File: src/rtl/operand_pkg.sv
// Shared definitions for the key/operand entry block: debounce FSM states,
// key index assignments and the wrapping digit increment.
package operand_pkg;

    typedef enum logic [1:0] {
        RELEASED,
        PRESS_WAIT,
        PRESSED,
        RELEASE_WAIT
    } key_state_t;

    localparam int KEY_OP   = 0;
    localparam int KEY_B    = 1;
    localparam int KEY_A    = 2;
    localparam int KEY_CLR  = 3;
    localparam int NUM_KEYS = 4;

    function automatic logic [7:0] inc_wrap(input logic [7:0] value,
                                            input logic [7:0] max_value);
        return (value >= max_value) ? 8'd0 : value + 8'd1;
    endfunction

endpackage

File: src/rtl/key_debounce.sv
// One pushbutton: two-flop synchronizer, debounce FSM and a one-cycle press strobe.
// With KEY_AUTOREPEAT_EN defined, a held key re-strobes every REPEAT_CYCLES when REPEAT_EN is set.
module key_debounce
    import operand_pkg::*;
#(
    parameter int DEBOUNCE_CYCLES = 1000000
`ifdef KEY_AUTOREPEAT_EN
    ,
    parameter int REPEAT_CYCLES = 25000000,
    parameter bit REPEAT_EN     = 1'b1
`endif
) (
    input  logic clk,
    input  logic reset,
    input  logic key_raw,
    output logic pulse
);

    localparam int              DB_W    = $clog2(DEBOUNCE_CYCLES + 1);
    localparam logic [DB_W-1:0] DB_LAST = DB_W'(DEBOUNCE_CYCLES - 1);

    logic            sync_meta;
    logic            sync_level;
    key_state_t      state;
    logic [DB_W-1:0] db_cnt;

`ifdef KEY_AUTOREPEAT_EN
    localparam int               REP_W    = $clog2(REPEAT_CYCLES + 1);
    localparam logic [REP_W-1:0] REP_LAST = REP_W'(REPEAT_CYCLES - 1);

    logic [REP_W-1:0] rep_cnt;
`endif

    // NOTE: sequential state uses <= so every flop samples its pre-edge inputs.
    always_ff @(posedge clk) begin
        if (reset) begin
            sync_meta  <= 1'b1;
            sync_level <= 1'b1;
        end else begin
            sync_meta  <= key_raw;
            sync_level <= sync_meta;
        end
    end

    // db_cnt holds the number of consecutive samples already seen at the new level.
    always_ff @(posedge clk) begin
        if (reset) begin
            state  <= RELEASED;
            db_cnt <= '0;
            pulse  <= 1'b0;
`ifdef KEY_AUTOREPEAT_EN
            rep_cnt <= '0;
`endif
        end else begin
            pulse <= 1'b0;
`ifdef KEY_AUTOREPEAT_EN
            rep_cnt <= '0;
`endif
            unique case (state)
                RELEASED: begin
                    if (!sync_level) begin
                        state  <= PRESS_WAIT;
                        db_cnt <= DB_W'(1);
                    end
                end
                PRESS_WAIT: begin
                    if (sync_level) begin
                        state  <= RELEASED;
                        db_cnt <= '0;
                    end else if (db_cnt >= DB_LAST) begin
                        state  <= PRESSED;
                        db_cnt <= '0;
                        pulse  <= 1'b1;
                    end else begin
                        db_cnt <= db_cnt + DB_W'(1);
                    end
                end
                PRESSED: begin
                    if (sync_level) begin
                        state  <= RELEASE_WAIT;
                        db_cnt <= DB_W'(1);
                    end
`ifdef KEY_AUTOREPEAT_EN
                    else if (REPEAT_EN) begin
                        if (rep_cnt == REP_LAST) begin
                            pulse <= 1'b1;
                        end else begin
                            rep_cnt <= rep_cnt + REP_W'(1);
                        end
                    end
`endif
                end
                RELEASE_WAIT: begin
                    if (!sync_level) begin
                        state  <= PRESSED;
                        db_cnt <= '0;
                    end else if (db_cnt >= DB_LAST) begin
                        state  <= RELEASED;
                        db_cnt <= '0;
                    end else begin
                        db_cnt <= db_cnt + DB_W'(1);
                    end
                end
                default: begin
                    state  <= RELEASED;
                    db_cnt <= '0;
                end
            endcase
        end
    end

endmodule

File: src/rtl/key_operand_entry.sv
// Four debounced pushbuttons edit two digit operands (a, b) and an operation select (op).
// Optional macro KEY_AUTOREPEAT_EN enables auto-repeat on keys 0..2.
module key_operand_entry
    import operand_pkg::*;
#(
    parameter int DEBOUNCE_CYCLES = 1000000,
    parameter int MAX_DIGIT       = 9,
    parameter int REPEAT_CYCLES   = 25000000
) (
    input  logic       CLOCK_50,
    input  logic       RESET,
    input  logic [3:0] KEY,
    output logic [7:0] a,
    output logic [7:0] b,
    output logic [1:0] op,
    output logic       upd,
    output logic [3:0] key_pulse
);

    localparam logic [7:0] MAX_VAL = 8'(MAX_DIGIT);

    if (DEBOUNCE_CYCLES < 1 || REPEAT_CYCLES < 1 || MAX_DIGIT < 0 || MAX_DIGIT > 255)
    begin : g_bad_param
        $error("key_operand_entry: parameter out of range");
    end

    for (genvar i = 0; i < NUM_KEYS; i++) begin : g_key
        key_debounce #(
            .DEBOUNCE_CYCLES(DEBOUNCE_CYCLES)
`ifdef KEY_AUTOREPEAT_EN
            ,
            .REPEAT_CYCLES  (REPEAT_CYCLES),
            .REPEAT_EN      (i != KEY_CLR)
`endif
        ) u_key (
            .clk    (CLOCK_50),
            .reset  (RESET),
            .key_raw(KEY[i]),
            .pulse  (key_pulse[i])
        );
    end

    logic [7:0] a_next;
    logic [7:0] b_next;
    logic [1:0] op_next;
    logic       changed;
    logic       changed_q;

    always_comb begin
        // NOTE: every variable gets a default first so no path can infer a latch.
        a_next  = a;
        b_next  = b;
        op_next = op;
        if (key_pulse[KEY_CLR]) begin
            a_next  = '0;
            b_next  = '0;
            op_next = '0;
        end else begin
            if (key_pulse[KEY_OP]) op_next = op + 2'd1;
            if (key_pulse[KEY_B])  b_next  = inc_wrap(b, MAX_VAL);
            if (key_pulse[KEY_A])  a_next  = inc_wrap(a, MAX_VAL);
        end
        changed = (a_next != a) || (b_next != b) || (op_next != op);
    end

    // upd trails the value change by one cycle, so it is delayed through changed_q.
    always_ff @(posedge CLOCK_50) begin
        if (RESET) begin
            a         <= '0;
            b         <= '0;
            op        <= '0;
            changed_q <= 1'b0;
            upd       <= 1'b0;
        end else begin
            a         <= a_next;
            b         <= b_next;
            op        <= op_next;
            changed_q <= changed;
            upd       <= changed_q;
        end
    end

endmodule

File: config.mk
export PLATFORM = sky130hd
export DESIGN_NAME = key_operand_entry
export DESIGN_NICKNAME = d
export VERILOG_FILES = /design/src/rtl/operand_pkg.sv /design/src/rtl/key_debounce.sv /design/src/rtl/key_operand_entry.sv
export SDC_FILE = /design/constraint.sdc
export NUM_CORES = 1
export LEC_CHECK = 0
export ABC_AREA = 1
export BUFFER_PORTS_ARGS = -buffer_cell sky130_fd_sc_hd__buf_2
export CORE_MARGIN = 2
export CORE_UTILIZATION = 35
export DETAILED_ROUTE_END_ITERATION = 12
export GPL_TIMING_DRIVEN = 0
export PLACE_DENSITY_LB_ADDON = 0.05
export SLEW_MARGIN = 20
export SYNTH_ARGS = -nofsm -noshare
export SYNTH_HDL_FRONTEND = slang
export SYNTH_HIERARCHICAL = 1
export SYNTH_SLANG_ARGS = --single-unit
File: constraint.sdc
create_clock -name CLOCK_50 -period 2.9 [get_ports CLOCK_50]
set_input_delay 0 -clock CLOCK_50 [delete_from_list [all_inputs] [get_ports CLOCK_50]]
set_output_delay 0 -clock CLOCK_50 [all_outputs]
set_load 0.02 [all_outputs]
### Word level (Yosys, flattened, before mapping)

Index checks and enable logic that the tools add are counted.

* eq/ne operators: 31
* add/sub/neg operators: 7
* mux-type cells: 64
* bitwise gates (word level): 4
* reductions and logical operators: 18
* magnitude comparators: 6

Operators by type and width (count)
* 2-to-1 mux 20 bit: 20
* case mux 20 bit (4 select lines): 4
* adder 20 x 1 -> 20 bit (second input constant): 4
* greater-or-equal comparator 20 bit (second input constant): 4
* 2-to-1 mux 2 bit: 26
* 2-to-1 mux 8 bit: 6
* case mux 2 bit (4 select lines): 4
* adder 8 x 1 -> 8 bit (second input constant): 2
* equality test 2 bit (second input constant): 8
* greater-or-equal comparator 8 x 4 -> 1 bit (second input constant): 2
* != test 8 bit: 2
* AND reduction 4 bit: 4
* != test 3 x 1 -> 1 bit (second input constant): 4
* != test 3 bit (second input constant): 4
* OR reduction 3 bit: 4
* equality test 2 x 1 -> 1 bit (second input constant): 4
* logical NOT 2 bit: 4
* != test 2 x 1 -> 1 bit (second input constant): 4
* != test 2 bit (second input constant): 4
* AND reduction 2 bit: 4
* 2-to-1 mux 1 bit: 4
* inverter 1 bit: 4
* adder 2 x 1 -> 2 bit (second input constant): 1
* logical OR 1 bit: 2
* != test 2 bit: 1

* bits of input ports: 6
* output and inout bits: 23
* word-level logic and storage cells: 155
* bits in registers: 120

### Depth between registers and ports, before layout

* depth in word-level cells: 7
* gate-level depth with buffers: 15
* gate-level depth less buffers: 15

### Modules after synthesis

Netlist, hierarchy kept.

Modules (own cells, without submodules)
* key_debounce: times used 4, sequential area each 500.5 um^2, area an instance 1585.3 um^2, cells an instance 254
* key_operand_entry: times used 1, sequential area each 400.4 um^2, area an instance 1118.6 um^2, cells an instance 162

### Worst setup path before layout

No wires, ideal clock.

* kind: register to register
* start: register a[1]
* end: register changed_q
* slack: 1.200 ns
* arrival: 1.567 ns
* stages on the path, launching flop included: 15
* clock period less this slack: 1.700 ns
* data required time: 2.768 ns
* library setup time: 0.132 ns
* path buffers: 0
* cells stage by stage: dfxtp_1 inv_1 ha_1 nor2_1 nand2_1 nand2_1 nand2_1 nand2_2 nand3_2 nand2_1 nand2_1 nor2_1 nand2_1 nor2_1 a21oi_1

* cells in the longest elaborated chain, start to end: 7
* elaborated cells on any way between the ends: 8
* those cells by class: add/sub (1); order compare (1); eq/ne (1); mux (3); reduce/logical (2)

Ends and longest elaborated chain
* from (decl): RTL line key_operand_entry.sv:13 `output logic [7:0] a,`
* from (signal assigned): RTL line key_operand_entry.sv:75 `a <= a_next;`
* adder 8 x 1 -> 8 bit or greater-or-equal comparator 8 x 4 -> 1 bit (tied branches): RTL line operand_pkg.sv:20 `return (value >= max_value) ? 8'd0 : value + 8'd1;`
* 2-to-1 mux 8 bit: RTL line operand_pkg.sv:20
* 2-to-1 mux 8 bit: RTL line key_operand_entry.sv:61 `if (key_pulse[KEY_A]) a_next = inc_wrap(a, MAX_VAL);`
* 2-to-1 mux 8 bit: RTL line key_operand_entry.sv:54 `if (key_pulse[KEY_CLR]) begin`
* != test 8 bit (*): RTL line key_operand_entry.sv:63 `changed = (a_next != a) || (b_next != b) || (op_next != op);`
* logical OR 1 bit (*) (2 in a row): RTL line key_operand_entry.sv:63
* to (signal assigned): RTL line key_operand_entry.sv:78 `changed_q <= changed;`
* to (decl): RTL line key_operand_entry.sv:47 `logic changed_q;`

Every way passes the cells marked *; elsewhere a longest branch is shown, timed or not.
A chain may end at the register's enable or synchronous reset.

### Worst setup path in the final report

* start: register g_key[0].u_key.db_cnt[0]
* end: register g_key[0].u_key.db_cnt[12]

* cells in the longest elaborated chain, start to end: 4
* elaborated cells on any way between the ends: 6
* those cells by class: add/sub (1); order compare (1); mux (4)

Ends and longest elaborated chain
* from (decl): RTL line key_debounce.sv:25 `logic [DB_W-1:0] db_cnt;`
* from (signal assigned): RTL line key_debounce.sv:75 `db_cnt <= db_cnt + DB_W'(1);`
* from (signal assigned): RTL line key_debounce.sv:101 `db_cnt <= db_cnt + DB_W'(1);`
* adder 20 x 1 -> 20 bit or greater-or-equal comparator 20 bit (tied branches)
* 2-to-1 mux 20 bit (*): RTL line key_debounce.sv:70, key_debounce.sv:97
* 2-to-1 mux 20 bit (on tied branches): RTL line key_debounce.sv:94, key_debounce.sv:67
* case mux 20 bit (4 select lines) (*): RTL line key_debounce.sv:59 `unique case (state)`

Marked as above.

==> impl_metrics.tcl <==
set metrics [dict create \
    path_class "register to register" \
    report.final.slew_viol_count 0 \
    ys_ff_latch 120 \
    r2r_end "g_key[0].u_key/db_cnt[12]" \
    synth_edf_count 0 \
    synth_top_family_by_area "simple AND/OR/NAND/NOR gates" \
    fmax_ghz 0.556 \
    slowest_stage "dfxtp_1" \
    placed_cell_area_sq_mm 0.00794 \
    hold_violations 0 \
    ant_nets 0 \
    synthCells 1178 \
    peakVddDrop_v 0.000390 \
    cts_tree "done" \
    worstMarginPinSlew_ns 0.529 \
    core_sq_mm 0.0210 \
    start_util_pct 35.6 \
    layout-drive-gt1-share_pct 15.1 \
    ys_types 37 \
    wl_per_cell_um 13.6 \
    utilization_pct 41.1 \
    startpoint "g_key[0].u_key/db_cnt[0]" \
    synth-xor-area-share_pct 2.11 \
    crit_family "simple AND/OR/NAND/NOR gates" \
    crit_arrival_ns 2.15 \
    routabilityCongestion 0.893 \
    worstSetupEndpoint "g_key[0].u_key/db_cnt[12]" \
    cp.depth 9 \
    syn_area_per_cell_sq_um 6.33 \
    fin_crit_sh_pct 62.0 \
    n_fill_cell 2327 \
    drt_iter0_drc 381 \
    critPathMostFrequentCell "nand2_1" \
    yosys_warnings 6 \
    powerDensity_mw_per_mm2 496 \
    postCtsSetupBuffers 0 \
    clkTransAtPathRegs_ns 0.06 \
    die_w_um 150 \
    cts-root-buf "clkbuf_16" \
    cts_buffer_depth 2 \
    cp.required_ns 3.25 \
    port_buffers 28 \
    status "complete, no violations" \
    end_kind "register" \
    syn_nets 1194 \
    p_leak_nw 3.20 \
    cp_cell_sequence "ha_1, nand2_1, clkinv_1, nand2_1, nand2_2, nand2_4, buf_6, nand4_1, a21oi_1" \
    dp.cells 1481 \
    grt_max_degree 22 \
    io_pins 29 \
    track_usage_pct 19.2 \
    path_buf_inv 2 \
    wl_um 20600 \
    min_from "RESET" \
    cts_num_sinks 120 \
    clkLatencyLatePin_ns 0.42 \
    synthMuxAreaShare_pct 0 \
    hold_buffers 4 \
    clock_skew_ns 0.00422 \
    die_area_sq_mm 0.0225 \
    syn-cell-area_sq_mm 0.00746 \
    vias_per_cell 4.83 \
    rows 53 \
    critPathLaunchType "register" \
    cts_resized 0 \
    synthSimpleGateAreaFrac_pct 47.5 \
    cts_buffers 17 \
    finalSetupViolCount 0 \
    relSlewSlack_pct 64.7 \
    postSynth.asyncResetShare_pct 0 \
    synthFlopType "dfxtp_1" \
    grt_pass1_wl_um 34300 \
    hpwl_um 15400 \
    max_stage_delay_ns 0.38 \
    reg2reg_depth 9 \
    dr.pass1.iters 5 \
    diodes 0 \
    min_path_type "input port to register" \
    reg2reg_slack_ns 1.10 \
    timing.rr.start "g_key[0].u_key/db_cnt[0]" \
    final_cell_count_no_fill 1517 \
    first_global_vias 6833 \
    final_cell_area_sq_mm 0.00861 \
    synthToLayoutAreaGrowth_pct 15.4 \
    synth_compound_gate_area_share_pct 9.46 \
    vias 7327 \
    setup_tns_ns 0 \
    fin_crit_ns 1.80 \
    crit_fanout 10 \
    cap_violations 0 \
    grt_overflow_total 0 \
    nNetsFinal 1245 \
    seq_area_frac_synth_pct 32.2 \
    die_h_um 150 \
    antenna_found_initial 0 \
    rsz0062_at_grt "false" \
    synth_fa_ha_area_share_pct 1.68 \
    h-tree-depth 4 \
    drc_errors 0 \
]
-- cell usage after synthesis, types with 5 or more instances --
cell      instances  share of area, %
nor4_1            5              0.42
nor2_2           29               2.4
clkbuf_1         11              0.55
nor2_1          167               8.4
nor3_1            5              0.34
o21ai_1           8              0.54
nand3_2           5              0.67
nand4_1          50               4.2
xnor2_1           9               1.1
nand3_1          98               6.6
nand2_2          11              0.92
xor2_1            9               1.1
inv_2            22               1.1
inv_1            76               3.8
a21oi_1          93               6.2
o21ai_0          15               1.0
nand2_1         355                18
or2_2            24               2.0
dfxtp_1         120                32
ha_1             10               1.7
buf_2             6              0.40
-- logic make-up after synthesis --
logic type      Yosys count
buf+inv                 127
xor+xnor                 18
flops                   120
simple gates            777
compound gates          126
fa+ha+maj                10
-- layout by cell type (no fill, tap or decap), types with 8 or more instances in the layout --
cell / n
a21oi_1: 93
buf_2: 34
clkbuf_1: 15
clkbuf_16: 17
dfxtp_1: 120
ha_1: 10
inv_1: 76
inv_2: 22
nand2_1: 355
nand2_2: 11
nand3_1: 98
nand4_1: 50
nor2_1: 167
nor2_2: 29
o21ai_0: 15
o21ai_1: 8
or2_2: 24
xnor2_1: 9
xor2_1: 9
-- how the worst min path moves through the flow --
stage                                to  depth (start not counted)
6_report       g_key[1].u_key/db_cnt[4]                          3
5_1_grt        g_key[2].u_key/db_cnt[4]                          3
4_1_cts        g_key[1].u_key/db_cnt[4]                          3
3_5_place_dp   g_key[3].u_key/sync_meta                          2
3_3_place_gp   g_key[3].u_key/sync_meta                          2
2_1_floorplan  g_key[0].u_key/sync_meta                          1
-- per-stage QoR --
| step | hold WS (ns) | power (mW) | worst slack, ns |
|---|---|---|---|
| final | 0.174 | 4.27 | 1.10 |
| after global routing | 0.190 | 4.46 | 0.828 |
| after CTS | 0.168 | 4.35 | 1.10 |
| after detailed placement | 0.184 | 2.06 | 1.12 |
| after global placement | 0.185 | 2.06 | 1.09 |
| after floorplan | 0.104 | 1.96 | 1.20 |
-- metal layers --
metal,routed length (um),global-route usage [%]
met2,8880,29.0
met5,0,0
met3,816,3.66
met1,10600,27.5
met4,250,6.13
-- layout make-up --
cell class                      count  area, sq um  area share, %
Buffer                             25          146           1.70
Clock buffer                       24          482           5.60
Clock inverter                      8          143           1.66
Inverter                          102          383           4.45
Multi-Input combinational cell    931         4530           52.6
Sequential cell                   120         2400           27.9
Tap cell                          275          344           4.00
Timing Repair Buffer               32          180           2.09
-- worst reg2reg max path: stages (launching register included) --
cell	delay (ns)
dfxtp_1	0.38
ha_1	0.30
nand2_1	0.14
clkinv_1	0.16
nand2_1	0.13
nand2_2	0.07
nand2_4	0.12
buf_6	0.17
nand4_1	0.11
a21oi_1	0.15
-- sequential cells by signal (all words and copies together) (netlist names), named ones only --
signal,cells
upd,1
g_key.u_key/state,4
a,8
g_key.u_key/sync_meta,4
b,8
g_key.u_key/pulse,4
op,2
g_key.u_key/db_cnt,80
g_key.u_key/sync_level,4
changed_q,1
-- power breakdown --
group | switching, mW | internal, mW
registers | 0.0405 | 1.68
clock network | 0.749 | 1.50
logic | 0.216 | 0.0817
total | 1.01 | 3.27
Note: power is estimated with default switching activity, not from simulation.
